### src/rtl/barcode_finder.sv
// Scans a 64x64 one-bit image row-major and reports the first barcode seen on
// ten consecutive rows with identical end column and kernel/stride/dilation.
module barcode_finder #(
  parameter int DATA_W = 8
) (
  input  logic              i_clk,
  input  logic              i_rst,
  input  logic              i_start,
  output logic              o_mem_rd,
  output logic [11:0]       o_mem_addr,
  input  logic [DATA_W-1:0] i_mem_data,
  output logic              o_busy,
  output logic              o_done,
  output logic              o_barcode_found,
  output logic [1:0]        o_kernel,
  output logic [1:0]        o_stride,
  output logic [1:0]        o_dilation
);

  typedef enum logic [1:0] {IDLE, SCAN, DRAIN, DONE} state_t;

  localparam logic [10:0] START_C = 11'b11010011100;
  localparam logic [10:0] K3_C    = 11'b10010011000;
  localparam logic [10:0] CODE1_C = 11'b11001101100;
  localparam logic [10:0] CODE2_C = 11'b11001100110;
  localparam logic [12:0] STOP_C  = 13'b1100011101011;
  localparam logic [3:0]  ROWS_C  = 4'd10;

  function automatic logic [1:0] decode_sd(input logic [10:0] code);
    logic [1:0] v;
    v = 2'd0;
    if (code == CODE1_C) v = 2'd1;
    else if (code == CODE2_C) v = 2'd2;
    return v;
  endfunction

  state_t      state_q, state_d;
  logic [11:0] addr_q, addr_d;
  logic [56:0] w_q, w_d;
  logic [3:0]  cnt_q, cnt_d;
  logic        hit_row_q, hit_row_d;
  logic [5:0]  prev_col_q, prev_col_d;
  logic [5:0]  prev_ksd_q, prev_ksd_d;
  logic        found_q, found_d;
  logic [1:0]  kernel_q, kernel_d;
  logic [1:0]  stride_q, stride_d;
  logic [1:0]  dil_q, dil_d;
  logic        vld_p0, vld_p1;
  logic [5:0]  col_p0, col_p1;

  logic        active;
  logic [1:0]  s_dec, d_dec;
  logic [5:0]  ksd;
  logic        pat_ok, match_now, row_end, hit_now;
  logic        pix;

  assign active = (state_q == SCAN) || (state_q == DRAIN);
  assign pix    = i_mem_data[DATA_W-1];
  assign s_dec  = decode_sd(w_q[34:24]);
  assign d_dec  = decode_sd(w_q[23:13]);
  assign ksd    = {2'd3, s_dec, d_dec};
  assign pat_ok = (w_q[56:46] == START_C) && (w_q[45:35] == K3_C) &&
                  (s_dec != 2'd0) && (d_dec != 2'd0) && (w_q[12:0] == STOP_C);
  assign match_now = active && vld_p1 && pat_ok && !hit_row_q;
  assign row_end   = active && vld_p1 && (col_p1 == 6'd63);
  assign hit_now   = match_now && (cnt_d == ROWS_C);

  always_comb begin
    state_d    = state_q;
    addr_d     = addr_q;
    w_d        = w_q;
    cnt_d      = cnt_q;
    hit_row_d  = hit_row_q;
    prev_col_d = prev_col_q;
    prev_ksd_d = prev_ksd_q;
    found_d    = found_q;
    kernel_d   = kernel_q;
    stride_d   = stride_q;
    dil_d      = dil_q;

    // column 0 restarts the window so a pattern can never straddle two rows
    if (active && vld_p0) begin
      if (col_p0 == 6'd0) w_d = {56'd0, pix};
      else                w_d = {w_q[55:0], pix};
    end

    if (match_now) begin
      hit_row_d  = 1'b1;
      prev_col_d = col_p1;
      prev_ksd_d = ksd;
      // a nonzero count already implies the row above matched
      if ((cnt_q != 4'd0) && (prev_col_q == col_p1) && (prev_ksd_q == ksd))
        cnt_d = cnt_q + 4'd1;
      else
        cnt_d = 4'd1;
    end else if (row_end && !hit_row_q) begin
      cnt_d = 4'd0;
    end
    if (row_end) hit_row_d = 1'b0;

    if (hit_now) begin
      found_d  = 1'b1;
      kernel_d = ksd[5:4];
      stride_d = ksd[3:2];
      dil_d    = ksd[1:0];
    end

    case (state_q)
      IDLE: begin
        if (i_start) begin
          state_d    = SCAN;
          addr_d     = 12'd0;
          w_d        = '0;
          cnt_d      = 4'd0;
          hit_row_d  = 1'b0;
          prev_col_d = 6'd0;
          prev_ksd_d = 6'd0;
          found_d    = 1'b0;
          kernel_d   = 2'd0;
          stride_d   = 2'd0;
          dil_d      = 2'd0;
        end
      end
      SCAN: begin
        // a hit leaves nothing worth evaluating, so it skips straight to DONE
        if (hit_now)                  state_d = DONE;
        else if (addr_q == 12'd4095)  state_d = DRAIN;
        else                          addr_d  = addr_q + 12'd1;
      end
      DRAIN: begin
        if (hit_now || !vld_p0) state_d = DONE;
      end
      DONE:    state_d = IDLE;
      default: state_d = IDLE;
    endcase
  end

  always_ff @(posedge i_clk or posedge i_rst) begin
    if (i_rst) begin
      state_q    <= IDLE;
      addr_q     <= '0;
      w_q        <= '0;
      cnt_q      <= '0;
      hit_row_q  <= 1'b0;
      prev_col_q <= '0;
      prev_ksd_q <= '0;
      found_q    <= 1'b0;
      kernel_q   <= '0;
      stride_q   <= '0;
      dil_q      <= '0;
      vld_p0     <= 1'b0;
      vld_p1     <= 1'b0;
    end else begin
      state_q    <= state_d;
      addr_q     <= addr_d;
      w_q        <= w_d;
      cnt_q      <= cnt_d;
      hit_row_q  <= hit_row_d;
      prev_col_q <= prev_col_d;
      prev_ksd_q <= prev_ksd_d;
      found_q    <= found_d;
      kernel_q   <= kernel_d;
      stride_q   <= stride_d;
      dil_q      <= dil_d;
      vld_p0     <= (state_q == SCAN);
      vld_p1     <= vld_p0;
    end
  end

  // p0: column of the pixel on the data bus; p1: column of the pixel now in W
  always_ff @(posedge i_clk) begin
    col_p0 <= addr_q[5:0];
    col_p1 <= col_p0;
  end

  assign o_mem_rd        = (state_q == SCAN);
  assign o_mem_addr      = addr_q;
  assign o_busy          = active;
  assign o_done          = (state_q == DONE);
  assign o_barcode_found = found_q;
  assign o_kernel        = kernel_q;
  assign o_stride        = stride_q;
  assign o_dilation      = dil_q;

endmodule
### config.mk
export PLATFORM = sky130hd
export DESIGN_NAME = barcode_finder
export DESIGN_NICKNAME = d
export VERILOG_FILES = /design/src/rtl/barcode_finder.sv
export SDC_FILE = /design/constraint.sdc
export NUM_CORES = 1
export LEC_CHECK = 0
export ABC_AREA = 1
export CORE_MARGIN = 3
export CORE_UTILIZATION = 45
export CTS_CLUSTER_SIZE = 16
export DETAILED_ROUTE_END_ITERATION = 8
export PLACE_DENSITY = 0.7
export SYNTH_ARGS = -nofsm -noshare
export SYNTH_HDL_FRONTEND = slang
export SYNTH_SLANG_ARGS = --single-unit
### constraint.sdc
create_clock -name i_clk -period 3.3 [get_ports i_clk]
set_input_delay 0.66 -clock i_clk [delete_from_list [all_inputs] [get_ports i_clk]]
set_output_delay 0.66 -clock i_clk [all_outputs]
set_load 0.1 [all_outputs]
==> results of run 1 <==
==> critical path: cells and delay by family, from the launching register on <==
kind | cells | cell delay, ns
flops | 1 | 0.39
fa+ha+maj | 1 | 0.37
buf+inv | 3 | 0.39
simple gates | 13 | 1.71
==> kinds of logic after synthesis <==
| logic type | synth area share |
|---|---|
| AO/OA/AOI/OAI | 0.155 |
| XOR/XNOR | 0.0164 |
| adder cells (fa/ha/maj) | 0.0164 |
| buffers and inverters | 0.0755 |
| flip-flops | 0.500 |
| AND/OR/NAND/NOR | 0.237 |
==> state kept, by name (all words and copies together), names as in the netlist, 2 cells and up <==
| signal | flops |
|---|---|
| prev_ksd_q | 6 |
| o_stride | 2 |
| w_q | 57 |
| o_dilation | 2 |
| o_kernel | 2 |
| cnt_q | 4 |
| o_mem_addr | 12 |
| prev_col_q | 6 |
| col_p0 | 6 |
| col_p1 | 6 |
| state_q | 2 |
==> per-stage QoR <==
step	instance area [um2]	instances	setup WS (ns)
floorplan	5340	668	0.106
global placement	5660	814	0.461
detailed placement	5660	814	0.346
CTS	5930	830	0.325
global route	5930	830	0.0101
finish	5930	830	0.315
==> area by class of cell <==
cell class,instances,area [um2],share of cell area
clock buffers,9,225,0.0380
clock inverters,7,46.3,0.00780
inverters,72,272,0.0458
multi-input cells,454,2270,0.382
flip-flops and latches,109,2670,0.450
well taps,143,179,0.0302
repair buffers,36,278,0.0468
==> routing by layer <==
layer  vias up  share of wire  track usage
li1       2192              -            -
met2        69           0.48        0.284
met3        12          0.031       0.0337
met4         0          0.017       0.0728
met1      2058           0.47        0.241
met5         -              0            0
==> layout by cell type, fill, tap and decap left out, drive strengths merged <==
| master | count |
|---|---|
| nand2 | 157 |
| dfrtp | 97 |
| inv | 75 |
| nor2 | 75 |
| a21oi | 73 |
| o21ai | 56 |
| buf | 33 |
| nand3 | 30 |
| a211oi | 19 |
| nand4 | 18 |
| dfxtp | 12 |
| clkbuf | 9 |
| xor2 | 7 |
| ha | 7 |
| nor3 | 5 |
| clkinv | 4 |
| xnor2 | 3 |
| clkdlybuf4s50 | 3 |
| o21a | 2 |
| nor4 | 1 |
| nor3b | 1 |
==> power by group <==
group | total (mW) | internal [mW] | switching, mW
registers | 1.93 | 1.68 | 0.243
clock network | 1.03 | 0.517 | 0.509
logic | 1.86 | 0.541 | 1.32
total | 4.82 | 2.74 | 2.07
==> how the worst max path moves through the flow <==
stage / endpoint / startpoint / slack (ns)
detailed placement: o_mem_addr[1] / state_q[0] / 0.35
global placement: o_mem_addr[6] / state_q[0] / 0.46
floorplan: cnt_q[0] / i_rst / 0.11
CTS: o_mem_addr[1] / state_q[0] / 0.32
global route: o_mem_addr[5] / state_q[0] / 0.01
finish: o_mem_addr[5] / state_q[0] / 0.31
==> flow_summary.json, run 1 <==
{
  "finalPower_mw": 4.82,
  "post_drt_wl_per_cell_um": 13.1,
  "wl_um": 10900,
  "max_slew.worst_pin.slew_ns": 0.892,
  "synth_top_area_frac": 0.455,
  "boundaryPins": 33,
  "clkTransAtPathRegs_ns": 0.07,
  "diodes": 0,
  "clockRootBuffer": "clkbuf_16",
  "hpwl_um": 7130,
  "grt.overflow.total": 0,
  "hold_start": "col_p0[2]",
  "io_buffers": 25,
  "clk_latency_ns": 0.36,
  "whs_path_depth": 0,
  "syn-instance-count": 668,
  "rsz0062_at_grt": "false",
  "slowest_stage": "dfrtp_1",
  "dr_total_vias": 4331,
  "path_cells": "inv_1 > ha_1 > nand2_1 > inv_1 > nand2_1 > nor2_2 > nand3_1 > nor2_2 > nand3_4 > inv_1 > nand2_1 > nand2_1 > nor2_2 > nand3_4 > nand3_2 > nand2_1 > nand2_1",
  "peakVddDrop_uv": 1160,
  "hp-class": "reg -> reg",
  "vias_per_cell": 5.22,
  "reg2reg_to": "o_mem_addr[5]",
  "syn_area_per_cell_um2": 7.99,
  "final_util": 0.515,
  "syn2layout_area_growth_pct": 11.2,
  "synth_cell_types": 31,
  "finalCritPeriodShare": 0.905,
  "synth-main-ff-cell": "dfrtp_1",
  "final_net_count": 700,
  "holdBufCountCts": 0,
  "cts_resized": 0,
  "cts.sinks": 109,
  "fin_crit_ns": 2.99,
  "max_freq_mhz": 335,
  "yosysMostFrequentCell": "nand2_1",
  "cts_buffers": 9,
  "yosysWarnings": 0,
  "die_y_um": 115,
  "dieArea_mm2": 0.0132,
  "path_class": "reg -> reg",
  "initial_utilization": 0.463,
  "fin_worst_skew_ns": 0.00551,
  "synth_top_cell_by_area": "dfrtp_1",
  "drc": 0,
  "setup_viol_count_final": 0,
  "syn-num-nets": 686,
  "slew_viol_final": 0,
  "worstHoldEndpoint": "col_p1[2]",
  "ys_ff_latch": 109,
  "yosysSeqAreaShare": 0.500,
  "worstPathMaxFanout": 24,
  "syn_area_mm2": 0.00534,
  "synth_edf_count": 0,
  "p_leak_nw": 2.82,
  "firstDrtPassIters": 6,
  "grtUsageTotal": 0.179,
  "die_x_um": 115,
  "synth_commonest_cells": "nand2_1 (154), dfrtp_1 (97), a21oi_1 (71)",
  "maxCapViolations": 0,
  "regToRegStartpoint": "state_q[0]",
  "arrival_ns": 3.23,
  "core_area_mm2": 0.0115,
  "cts-htree-levels": 3,
  "ant_nets": 0,
  "whs_ns": 0.352,
  "synthArstFlopShare": 0.890,
  "fp-row-count": 39,
  "drt_iter0_drc": 296,
  "critPathLaunchType": "register",
  "cts_tree": "done",
  "grt_max_degree": 76,
  "drive_gt1_frac": 0.111,
  "cts_setup_buffers": 0,
  "critPathRequiredTime_ns": 3.55,
  "grt_pass1_wl_um": 19300,
  "cp_common_cell": "nand2_1",
  "grt_pass1_vias": 4136,
  "gp_congestion": 0.858,
  "fillers": 1110,
  "critPathCaptureType": "register",
  "synthTopCellsByArea": "dfrtp_1 (45%), nand2_1 (11%), a21oi_1 (6.7%)",
  "regToRegSetupSlack_ns": 0.31,
  "critPathMaxStageDelay_ns": 0.39,
  "rr_worst_depth": 17,
  "slew_headroom": 0.405,
  "final.setup.tns_ns": 0,
  "power-per-cell-area_mw_per_mm2": 812,
  "status": "completed",
  "clock_path_buffers": 2,
  "hold_violations": 0,
  "antenna_found_initial": 0
}
Power figures use the tool's default switching activity.
==> inputs of run 2 (changes only) <==
--- a/config.mk
+++ b/config.mk
@@ -6,8 +6,10 @@
 export NUM_CORES = 1
 export LEC_CHECK = 0
 export ABC_AREA = 1
+export ABC_CLOCK_PERIOD_IN_PS = 3300
 export CORE_MARGIN = 3
 export CORE_UTILIZATION = 45
+export CTS_BUF_LIST = sky130_fd_sc_hd__clkbuf_4
 export CTS_CLUSTER_SIZE = 16
 export DETAILED_ROUTE_END_ITERATION = 8
 export PLACE_DENSITY = 0.7
==> run 2 against run 1 <==
- sequential power about the same
- die area stayed put
- worst hold slack improved by 0.0016 ns
- sequential share of layout area increased by 1.2 points
- first-iteration DRC count fell by 12%
- clock-buffer cell count is the same
- global-route usage decreased by 0.17 points
==> flow_summary.json, run 2 (synthesized netlist as in run 1, its figures left out) <==
{
  "status": "completed",
  "grt.overflow.total": 0,
  "combPwrFrac": 0.424,
  "cts_setup_buffers": 0,
  "post_drt_wl_per_cell_um": 13.0,
  "setup_viol_count_final": 0,
  "swShare": 0.459,
  "path_cells": "inv_1 > ha_1 > nand2_1 > inv_1 > nand2_1 > nor2_2 > nand3_1 > nor2_2 > nand3_4 > inv_2 > nand2_1 > nand2_1 > nor2_2 > nand3_4 > nand3_2 > nand2_1 > nand2_1",
  "boundaryPins": 33,
  "whs_ns": 0.354,
  "layout.cells.non_filler": 830,
  "largest_reg_flops": 57,
  "arrival_ns": 3.33,
  "holdBufCountCts": 0,
  "cts_buffers": 9,
  "vias_per_cell": 5.19,
  "fillers": 1132,
  "fin_worst_skew_ns": 0.0172,
  "critPathCaptureType": "register",
  "mostFrequentLayoutCells": "nand2_1 (154), dfrtp_1 (97), a21oi_1 (71)",
  "max_freq_mhz": 340,
  "drc": 0,
  "drive_gt1_frac": 0.112,
  "finalPower_mw": 4.40,
  "initial_utilization": 0.463,
  "wl_um": 10800,
  "multi_input_area_mm2": 0.00227,
  "setup_slack_ns": 0.357,
  "top_register": "w_q",
  "grt_pass1_wl_um": 19100,
  "gp_congestion": 0.858,
  "cp_common_cell": "nand2_1",
  "firstDrtPassIters": 5,
  "final_common_cell": "nand2_1",
  "p_switching_mw": 2.02,
  "io_buffers": 25,
  "drt_iter0_drc": 260,
  "rsz0062_at_grt": "false",
  "slowest_stage": "dfrtp_1",
  "path_class": "reg -> reg",
  "final_area_mm2": 0.00578,
  "final_net_count": 700,
  "finalCritPeriodShare": 0.892,
  "grt_max_degree": 76,
  "max_slew.worst_pin.slew_ns": 0.904,
  "maxCapViolations": 0,
  "dpl.cell_count": 814,
  "diodes": 0,
  "worstPathMaxFanout": 24,
  "fp-row-count": 39,
  "p_int_mw": 2.38,
  "hpwl_um": 7130,
  "hp-class": "reg -> reg",
  "clock_path_buffers": 2,
  "p_leak_nw": 2.75,
  "sequentialPowerShare": 0.436,
  "placed_area_mm2": 0.00566,
  "slew_headroom": 0.397,
  "cts-htree-levels": 3,
  "cts.sinks": 109,
  "dieArea_mm2": 0.0132,
  "clkPwrFrac": 0.140,
  "clockRootBuffer": "clkbuf_4",
  "fin_crit_ns": 2.94,
  "grtUsageTotal": 0.177,
  "layout.area.seq_mm2": 0.00267,
  "final_util": 0.502,
  "dr_total_vias": 4305,
  "syn2layout_area_growth_pct": 8.23,
  "critPathRequiredTime_ns": 3.69,
  "clk_latency_ns": 0.48,
  "die_x_um": 115,
  "critPathLaunchType": "register",
  "core_area_mm2": 0.0115,
  "die_y_um": 115,
  "peakVddDrop_uv": 1110,
  "slew_viol_final": 0,
  "clkTransAtPathRegs_ns": 0.17,
  "power-per-cell-area_mw_per_mm2": 763,
  "cts_tree": "done",
  "critPathMaxStageDelay_ns": 0.42,
  "final.setup.tns_ns": 0,
  "grt_pass1_vias": 4137,
  "ant_nets": 0,
  "antenna_found_initial": 0,
  "dpl_worst_slack_ns": 0.346,
  "hold_violations": 0
}
## run 2: metal layers
metal	global-route usage	wire length (um)
met5	0	0
met4	0.0657	143
met3	0.0368	392
met2	0.281	5070
met1	0.240	5210
## run 2: layout make-up
cell class,instances,area share
flip-flops and latches,109,0.462
well taps,143,0.0310
clock buffers,9,0.0117
clock inverters,7,0.00802
repair buffers,36,0.0481
inverters,72,0.0470
multi-input cells,454,0.392
## run 2: critical path: cells and delay by family, from the launching register on
kind / cells / cell delay (ns)
adders and majority gates: 1 / 0.37
buffers and inverters: 3 / 0.34
DFF: 1 / 0.42
and+or+nand+nor: 13 / 1.72
## run 2: worst paths after layout
path | start | endpoint | slack [ns] | cells past startpoint
min in group asynchronous | i_rst | state_q[0] | 0.63 | 2
min reg2reg | col_p0[1] | col_p1[1] | 0.35 | 0
min | col_p0[1] | col_p1[1] | 0.35 | 0
max in group asynchronous | i_rst | w_q[11] | 1.91 | 3
max reg2reg | state_q[0] | o_mem_addr[1] | 0.36 | 17
max | state_q[0] | o_mem_addr[1] | 0.36 | 17
## run 2: power by group through the flow
stage	clock network (mW)	registers [mW]	logic, mW
final	0.618	1.92	1.87
after global routing	0.698	1.97	2.11
after CTS	0.649	1.92	1.87
after detailed placement	0	1.94	1.87
after global placement	0	1.94	1.80
after floorplan	0	1.96	1.46
## run 2: repair_timing
item / CTS / global route
endpoints found under the hold margin: 0 / 0
endpoints found under the setup margin: 0 / 1
resized for setup: 0 / 1
==> inputs of run 3 (changes only) <==
--- a/config.mk
+++ b/config.mk
@@ -6,13 +6,13 @@
 export NUM_CORES = 1
 export LEC_CHECK = 0
 export ABC_AREA = 1
-export ABC_CLOCK_PERIOD_IN_PS = 3300
+export ABC_CLOCK_PERIOD_IN_PS = 3000
 export CORE_MARGIN = 3
 export CORE_UTILIZATION = 45
 export CTS_BUF_LIST = sky130_fd_sc_hd__clkbuf_4
 export CTS_CLUSTER_SIZE = 16
 export DETAILED_ROUTE_END_ITERATION = 8
-export PLACE_DENSITY = 0.7
+export PLACE_DENSITY_LB_ADDON = 0.05
 export SYNTH_ARGS = -nofsm -noshare
 export SYNTH_HDL_FRONTEND = slang
 export SYNTH_SLANG_ARGS = --single-unit
==> constraint.sdc (replaced) <==
create_clock -name i_clk -period 3 [get_ports i_clk]
set_input_delay 0.6 -clock i_clk [delete_from_list [all_inputs] [get_ports i_clk]]
set_output_delay 0.6 -clock i_clk [all_outputs]
set_load 0.1 [all_outputs]
==> run 3 against run 2 <==
- global-route usage is 0.67 points higher
- sequential power is 10% higher
- clock-buffer cell count is 4 higher
- utilization is 0.74 points higher
- sequential share of layout area is 0.67 points lower
- wire length is 4.2% higher
- fmax is 12% higher
- first-iteration DRC count is 8.1% higher
- register-to-register slack better by 0.02 ns
- worst setup slack better by 0.016 ns
- sequential cell count stayed put
- die area stayed put
- highest routed layer unchanged
==> flow_summary.json, run 3 (synthesized netlist as in run 1, its figures left out) <==
{
  "post_drt_wl_per_cell_um": 13.5,
  "grt.overflow.total": 0,
  "holdBufCountCts": 0,
  "dieArea_mm2": 0.0132,
  "layout.cells.non_filler": 832,
  "dpl.cell_count": 814,
  "p_leak_nw": 2.76,
  "cts-htree-levels": 3,
  "vias_per_cell": 5.20,
  "fillers": 1106,
  "core_area_mm2": 0.0115,
  "clockRootBuffer": "clkbuf_4",
  "final_common_cell": "nand2_1",
  "arrival_ns": 2.99,
  "status": "completed",
  "fin_worst_skew_ns": 0.0264,
  "ant_nets": 0,
  "cts.sinks": 109,
  "die_x_um": 115,
  "antenna_found_initial": 0,
  "slew_headroom": 0.520,
  "mostFrequentLayoutCells": "nand2_1 (154), dfrtp_1 (97), a21oi_1 (71)",
  "die_y_um": 115,
  "fp-row-count": 39,
  "cts_buffers": 9,
  "grt_pass1_vias": 4050,
  "top_register": "w_q",
  "drive_gt1_frac": 0.113,
  "hpwl_um": 7390,
  "rsz0062_at_grt": "false",
  "wl_um": 11300,
  "drt_iter0_drc": 281,
  "syn2layout_area_growth_pct": 9.82,
  "regToRegSetupSlack_ns": 0.37,
  "fin_crit_ns": 2.63,
  "io_buffers": 25,
  "initial_utilization": 0.463,
  "firstDrtPassIters": 4,
  "final_net_count": 702,
  "finalCritPeriodShare": 0.876,
  "worstPathMaxFanout": 13,
  "clock_path_buffers": 2,
  "use_met2": 0.286,
  "hp-class": "reg -> reg",
  "grt_max_degree": 65,
  "diodes": 0,
  "critPathRequiredTime_ns": 3.36,
  "critPathCaptureType": "register",
  "max_freq_mhz": 381,
  "hold_violations": 0,
  "path_class": "reg -> reg",
  "maxCapViolations": 0,
  "globalRouteMet1Util": 0.256,
  "largest_reg_flops": 57,
  "peakVddDrop_uv": 334,
  "drc": 0,
  "critPathLaunchType": "register",
  "slew_viol_final": 0,
  "clkTransAtPathRegs_ns": 0.14,
  "dr_total_vias": 4326,
  "power-per-cell-area_mw_per_mm2": 845,
  "max_slew.worst_pin.slew_ns": 0.718,
  "boundaryPins": 33,
  "grt_pass1_wl_um": 19500,
  "busiest_layer": "met2",
  "grtUsageTotal": 0.184,
  "met3_usage": 0.0479,
  "final.setup.tns_ns": 0,
  "cts_tree": "done",
  "setup_viol_count_final": 0,
  "gp_congestion": 0.879,
  "clk_latency_ns": 0.47
}
-- run 3: cell count changes in the layout (fill, tap and decap cells not counted), sizes merged --
cell,previous run,this run
inv,75,69
bufinv,0,1
buf,33,35
clkbuf,9,13
clkinvlp,0,1
-- run 3: per-layer routing --
| layer | wire length, um | share of wire |
|---|---|---|
| met2 | 5090 | 0.45 |
| met3 | 467 | 0.041 |
| met5 | 0 | 0 |
| met4 | 133 | 0.012 |
| met1 | 5580 | 0.49 |
-- run 3: repair_timing --
item | in CTS | in global routing
buffers inserted | 0 | 2
gates resized for setup | 0 | 2
hold endpoints to repair | 0 | 0
setup endpoints to repair | 0 | 14
-- run 3: path summary, 6_finish.rpt --
| kind | start | end | cells past startpoint |
|---|---|---|---|
| hold / removal | col_p0[5] | col_p1[5] | 0 |
| hold reg to reg | col_p0[5] | col_p1[5] | 0 |
| min in group asynchronous | i_rst | o_mem_addr[8] | 2 |
| max in group asynchronous | i_rst | w_q[7] | 3 |
| setup / recovery | state_q[0] | o_mem_addr[3] | 18 |
| setup reg to reg | state_q[0] | o_mem_addr[3] | 18 |
-- run 3: worst max-delay path, cell delays in order (launching register included) --
cell,delay [ns]
dfrtp_1,0.42
inv_1,0.08
ha_1,0.35
nand2_1,0.09
inv_1,0.07
nand2_1,0.05
nor2_2,0.10
nand3_1,0.10
nor2_2,0.17
nand3_4,0.17
nor2_2,0.11
nand2_1,0.08
nand2_2,0.09
nand2_2,0.06
nor2_4,0.14
nand3_4,0.10
buf_4,0.21
nand4_1,0.08
nand2_1,0.08
-- run 3: area by class of cell --
cell class / instances / area [um2] / area share
Clock buffer: 13 / 97.6 / 0.0167
Inverter: 72 / 274 / 0.0468
Multi-Input combinational cell: 454 / 2270 / 0.388
Clock inverter: 3 / 38.8 / 0.00662
Timing Repair Buffer: 38 / 330 / 0.0564
Tap cell: 143 / 179 / 0.0305
Sequential cell: 109 / 2670 / 0.455
-- run 3: per-stage QoR --
step | instance area [um2] | hold slack [ns] | util | worst slack, ns | total power [mW]
finish | 5860 | 0.367 | 0.509 | 0.373 | 4.95
global placement | 5700 | 0.338 | 0.495 | 0.308 | 4.18
detailed placement | 5700 | 0.343 | 0.495 | 0.249 | 4.24
floorplan | 5340 | 0.331 | - | 0.0330 | 3.76
CTS | 5840 | 0.371 | 0.507 | 0.215 | 5.01
global route | 5860 | 0.380 | 0.509 | 0.0672 | 5.38
-- run 3: where the power goes --
group          total (mW)  switching (mW)  internal, mW
clock               0.738           0.449         0.289
sequential           2.12           0.271          1.85
combinational        2.09            1.47         0.620
